<file path="src/rtl/game_sequencer.sv">
// Game sequencer: INIT/RUN/LOSE control, physics/scroll tick dividers, BCD score and high score.
// Latency: every output is registered one cycle after its cause; no backpressure. Optional pause state via GAME_PAUSE_EN.
module game_sequencer #(
    parameter int PHYS_DIV   = 2097152,
    parameter int SCROLL_DIV = 1048576
) (
    input  logic       Clk,
    input  logic       Reset_n,
    input  logic       Start,
    input  logic       Ack,
    input  logic       Collide,
    input  logic       Pipe_Passed,
`ifdef GAME_PAUSE_EN
    input  logic       Pause,
    output logic       Q_Pause,
`endif
    output logic       Q_Initial,
    output logic       Q_Run,
    output logic       Q_Lose,
    output logic       Phys_Tick,
    output logic       Scroll_Tick,
    output logic [3:0] Score_Ones,
    output logic [3:0] Score_Tens,
    output logic [3:0] High_Ones,
    output logic [3:0] High_Tens
);

    localparam int CW = 22;
    localparam logic [CW-1:0] PHYS_LAST   = CW'(PHYS_DIV - 1);
    localparam logic [CW-1:0] SCROLL_LAST = CW'(SCROLL_DIV - 1);

    typedef enum logic [1:0] {
        S_INIT  = 2'd0,
        S_RUN   = 2'd1,
        S_LOSE  = 2'd2
`ifdef GAME_PAUSE_EN
        ,
        S_PAUSE = 2'd3
`endif
    } state_t;

    state_t        state;
    state_t        nxt;
    logic [CW-1:0] phys_cnt;
    logic [CW-1:0] scroll_cnt;
    logic          advance;
    logic          score_inc;

    always_comb begin
        nxt = state;
        case (state)
            S_INIT: if (Start) nxt = S_RUN;
            S_RUN: begin
                if (Collide) nxt = S_LOSE;
`ifdef GAME_PAUSE_EN
                else if (Pause) nxt = S_PAUSE;
`endif
            end
            S_LOSE: if (Ack) nxt = S_INIT;
`ifdef GAME_PAUSE_EN
            S_PAUSE: if (Pause) nxt = S_RUN;
`endif
            default: nxt = S_INIT;
        endcase
    end

    // Dividers only advance on cycles that stay in RUN, so leaving RUN freezes the phase
    // and a tick can never land on the first cycle of another state.
    assign advance   = (state == S_RUN) && (nxt == S_RUN);
    assign score_inc = (state == S_RUN) && !Collide && Pipe_Passed;

    always_ff @(posedge Clk or negedge Reset_n) begin
        if (!Reset_n) begin
            state       <= S_INIT;
            Q_Initial   <= 1'b1;
            Q_Run       <= 1'b0;
            Q_Lose      <= 1'b0;
`ifdef GAME_PAUSE_EN
            Q_Pause     <= 1'b0;
`endif
            Phys_Tick   <= 1'b0;
            Scroll_Tick <= 1'b0;
            phys_cnt    <= '0;
            scroll_cnt  <= '0;
            Score_Ones  <= 4'd0;
            Score_Tens  <= 4'd0;
            High_Ones   <= 4'd0;
            High_Tens   <= 4'd0;
        end else begin
            state       <= nxt;
            Q_Initial   <= (nxt == S_INIT);
            Q_Run       <= (nxt == S_RUN);
            Q_Lose      <= (nxt == S_LOSE);
`ifdef GAME_PAUSE_EN
            Q_Pause     <= (nxt == S_PAUSE);
`endif
            Phys_Tick   <= advance && (phys_cnt == PHYS_LAST);
            Scroll_Tick <= advance && (scroll_cnt == SCROLL_LAST);

            if ((state == S_INIT) && Start) begin
                phys_cnt   <= '0;
                scroll_cnt <= '0;
                Score_Ones <= 4'd0;
                Score_Tens <= 4'd0;
            end else begin
                if (advance) begin
                    phys_cnt   <= (phys_cnt == PHYS_LAST) ? '0 : phys_cnt + CW'(1);
                    scroll_cnt <= (scroll_cnt == SCROLL_LAST) ? '0 : scroll_cnt + CW'(1);
                end
                if (score_inc && !((Score_Tens == 4'd9) && (Score_Ones == 4'd9))) begin
                    if (Score_Ones == 4'd9) begin
                        Score_Ones <= 4'd0;
                        Score_Tens <= Score_Tens + 4'd1;
                    end else begin
                        Score_Ones <= Score_Ones + 4'd1;
                    end
                end
            end

            // BCD digits order the same as binary, so a packed compare is a numeric compare.
            if ((state == S_RUN) && (nxt == S_LOSE) &&
                ({Score_Tens, Score_Ones} > {High_Tens, High_Ones})) begin
                High_Tens <= Score_Tens;
                High_Ones <= Score_Ones;
            end
        end
    end

endmodule
</file>
<file path="config.mk">
export PLATFORM = sky130hd
export DESIGN_NAME = game_sequencer
export DESIGN_NICKNAME = d
export VERILOG_FILES = /design/src/rtl/game_sequencer.sv
export SDC_FILE = /design/constraint.sdc
export NUM_CORES = 1
export LEC_CHECK = 0
export CORE_UTILIZATION = 50
export DETAILED_ROUTE_END_ITERATION = 16
export MAX_ROUTING_LAYER = met4
export PLACE_DENSITY_LB_ADDON = 0.3
export SLEW_MARGIN = 20
export SYNTH_ARGS = -nofsm -noshare
export SYNTH_HDL_FRONTEND = slang
export SYNTH_SLANG_ARGS = --single-unit
</file>
<file path="constraint.sdc">
create_clock -name Clk -period 1.8 [get_ports Clk]
set_input_delay 0.36 -clock Clk [delete_from_list [all_inputs] [get_ports Clk]]
set_output_delay 0.36 -clock Clk [all_outputs]
set_load 0.05 [all_outputs]
</file>
==> results.md <==
* Fillers at between 500 and 600
* Layout cells sized above 1 at a little under two fifths
* Worst-path clk slew at roughly 80 ps
* Leak pwr at 2.28 nW
* Cell area after layout at approximately 0.005 mm²
* Mapped Cells at about 370
* Net Count, Synth at about 400
* Worst EP required at just over 2000 ps
* Main combinational cell family by area after synthesis: simple AND/OR/NAND/NOR gates
* Die H at ~87 µm
* CTS tree: built
* Grt ovf at 0
* N_diodes at 0
* Failing checks: negative setup slack
* Hold Crit Class: input port to async pin
* Critical path's largest stage delay at 430 ps
* Via count at approximately 3200
* Post-Synth XOR/XNOR Area at roughly 7.3%
* RSZ-0062 raised after global routing: true
* CTS Buf Count at 9
* Post-synth EDFFs at 0
* Number of DRC markers in iteration 0 at between 200 and 250
* Gpl congestion at between 0.8 and 0.9
* Critical Path Slowest Stage Cell: or3b_4
* Final setup fails at 27
* Most common library cells after synthesis: 66 x dfrtp_1, 54 x nor2_1, 35 x nand2_1
* Slew Viols, Final at 0
* Maximum root-to-sink buffer count at 2
* #FFs+latches synth at 67
* Vias in the first global route at 3086
* Status: complete, but fails checks
* Pre-CTS setup slack at -500 ps
* Synth Area in Simple Gates at 25.7%
* Worst-Margin Slew at ~440 ps
* Synth area leaders: dfrtp_1 46%, nor2_1 5.6%, ha_1 4.8%
* Tmin final at 1890 ps
* Io pins at 27
* Clock Sinks at between 60 and 70
* Initial Util at between 50% and 60%
* Mux contribution to synthesized area at between 3 and 4%
* Largest area contributor in the netlist: dfrtp_1
* Port-buffer cells at 26
* Synth top area share at 45.6%
* Nets at 498
* DIE AREA at approximately 0.0076 mm²
* Synth-to-layout area growth at 38.2%
* Min Hold Slack at 462 ps
* Library cells used by synthesis at 54
* CP delay by family, top: simple AND/OR/NAND/NOR gates
* Global-route wire length before repair at about 14000 µm
* Buf+Inv Stages, Crit Path at 2
* Most common cell in the synthesized netlist: dfrtp_1
* Crit path cell chain: or3b_4 > buf_6 > a2111oi_4 > buf_4 > nand3_2 > xor2_1 > nor2_1
* Clk Latency, worst-skew pair at ~340 ps
* Core area at 0.00691 mm²
* R2R depth at 7
* Clk_skew at 10.3 ps
* Area after DPL at 0.00450 mm²
* Setup TNS Final at -1120 ps
* CP endpoint kind: flop
* Crit path DAT at between 2000 and 2500 ps
* Die Wd at between 80 and 90 µm
* Seq/Total Area, Yosys at a little under half
* Slew margin rel. at between 60% and 70%
* FF-to-FF End: scroll_cnt[13]
* Root buf cell: clkbuf_8
* Post-Route WL at 8840 µm
* Dominant synthesized flop cell: dfrtp_1
* FP Rows at 30
* Setup slack after layout at -92.4 ps
* Compound-Gate Fraction of Synth Area at around a tenth
* DR pass1 iterations at 7
* Setup CP Type: flop to flop
* YS warnings at 0
* All-Layer GR Usage at between 20% and 30%
* Final Hold Vio Count at 0
* Pin count of the biggest net entering global routing at 53
* Residual DRC at 0
* Period utilization at 105%
* Synth Area in Adders at between 4 and 5%
* Final HPWL DP at slightly below 6000 µm
* H-tree depth at 3
* Worst vdd ir at roughly 480 µV
* Initial antenna violation count at 0
* Final core occ at 72.4%
* Critical R2R Launch: state[0]
* Reg2reg setup slack at -90 ps
* FMAX at 528 MHz
* Post-Syn Area at between 0.003 and 0.004 mm²
* Pwr Density at approximately 1100 mW/mm²
* ANT nets after route at 0
* Crit-path max FO at 5
* Crit path launch type: flop
* Max-cap violation count at 0
* Routed len/inst at between 15 and 20 µm
* Avg Cell Area, Syn at just under 10 µm²
* Async set-reset flop share out of synthesis at 100%
* Via density at 5.55
[area by class of cell]
type	instances	area, µm²	area share [%]
multi-input combinational	279	2060	41.2
inverter	16	62.6	1.25
timing repair buffer	105	866	17.3
sequential	67	1700	33.9
clock inverter	2	35.0	0.701
clock buffer	14	163	3.25
tap	96	120	2.40
[timing repair]
item,in CTS,in global routing
hold buffers,1,0
gates resized for setup,22,36
endpoints found under the hold margin,15,0
setup endpoints to repair,38,48
buffers inserted,3,5
pin swaps,11,19
cloned,1,0
[cells by family (layout without fill, tap and decap cells)]
logic type | after synthesis | after routing
xor gates and xnor gates | 30 | 30
AOI/OAI and AO/OA | 47 | 47
and+or+nand+nor | 177 | 177
buffers and inverters | 27 | 137
adders and majority gates | 14 | 14
muxes | 11 | 11
DFF | 67 | 67
[flip-flops by register name (all words and copies together), names as in the netlist, 2 cells and up]
signal,count
scroll_cnt,22
Score_Ones,4
state,2
Score_Tens,4
High_Tens,4
High_Ones,4
phys_cnt,22
[worst max path at each step]
stage                              from        endpoint  slack (ps)  cells after the start
final                          state[0]  scroll_cnt[13]         -90                      7
after global placement            Start  scroll_cnt[21]        -470                      7
after CTS                  High_Ones[1]    High_Tens[3]        -160                      8
after global routing           state[0]  scroll_cnt[21]        -220                      7
after detailed placement        Collide     phys_cnt[9]        -500                      8
after floorplan           Score_Ones[1]    High_Tens[0]        -250                      6
[routing by layer]
metal,track usage (%),wire length [µm],up-vias
li1,-,-,1529
met1,31.7,3770,1575
met2,39.9,4580,91
met3,5.40,329,17
met4,10.8,164,0
met5,-,0,-
[cells in the final DEF (no fill, tap or decap), types with 3 or more instances in the layout]
cell,netlist,final
nand3_1,19,17
nand2_2,0,4
inv_1,15,11
nor4_1,6,3
and3_1,4,4
clkbuf_8,0,11
or3_1,5,5
clkbuf_1,5,3
a31oi_1,3,3
mux2_4,0,5
dfrtp_1,66,51
o211ai_1,3,3
buf_6,1,12
a21oi_1,9,8
nand4_1,14,14
nor2_2,0,3
dfrtp_2,0,15
ha_1,14,9
a21o_1,5,4
nor3_1,11,9
mux2i_1,5,5
buf_4,0,85
xnor2_1,13,13
nand3_2,1,3
nand2_1,35,31
xor2_1,17,17
o21ai_0,5,5
nor4_4,0,3
and4_1,3,3
nor2_1,54,51
inv_2,0,3
ha_4,0,4
nor4_2,4,4
o21ai_1,9,6
[power breakdown]
part	switching (W)	internal (W)	total (W)	leakage, nW
Clock	0.000557	0.000716	0.00127	0.101
Sequential	0.000166	0.00172	0.00188	0.880
Combinational	0.00131	0.000974	0.00229	1.30
[metrics by stage]
step           cells  power, W
6_report         579   0.00544
3_3_place_gp     553   0.00385
5_1_grt          579   0.00576
4_1_cts          574   0.00528
2_1_floorplan    373   0.00305
3_5_place_dp     553   0.00391
[worst reg2reg max path, cell delays in order, from the launching register on]
cell and delay, ps:
dfrtp_1 420, or3b_4 430, buf_6 130, a2111oi_4 270
buf_4 200, nand3_2 90, xor2_1 170, nor2_1 70
Note: power is estimated with default switching activity, not from simulation.
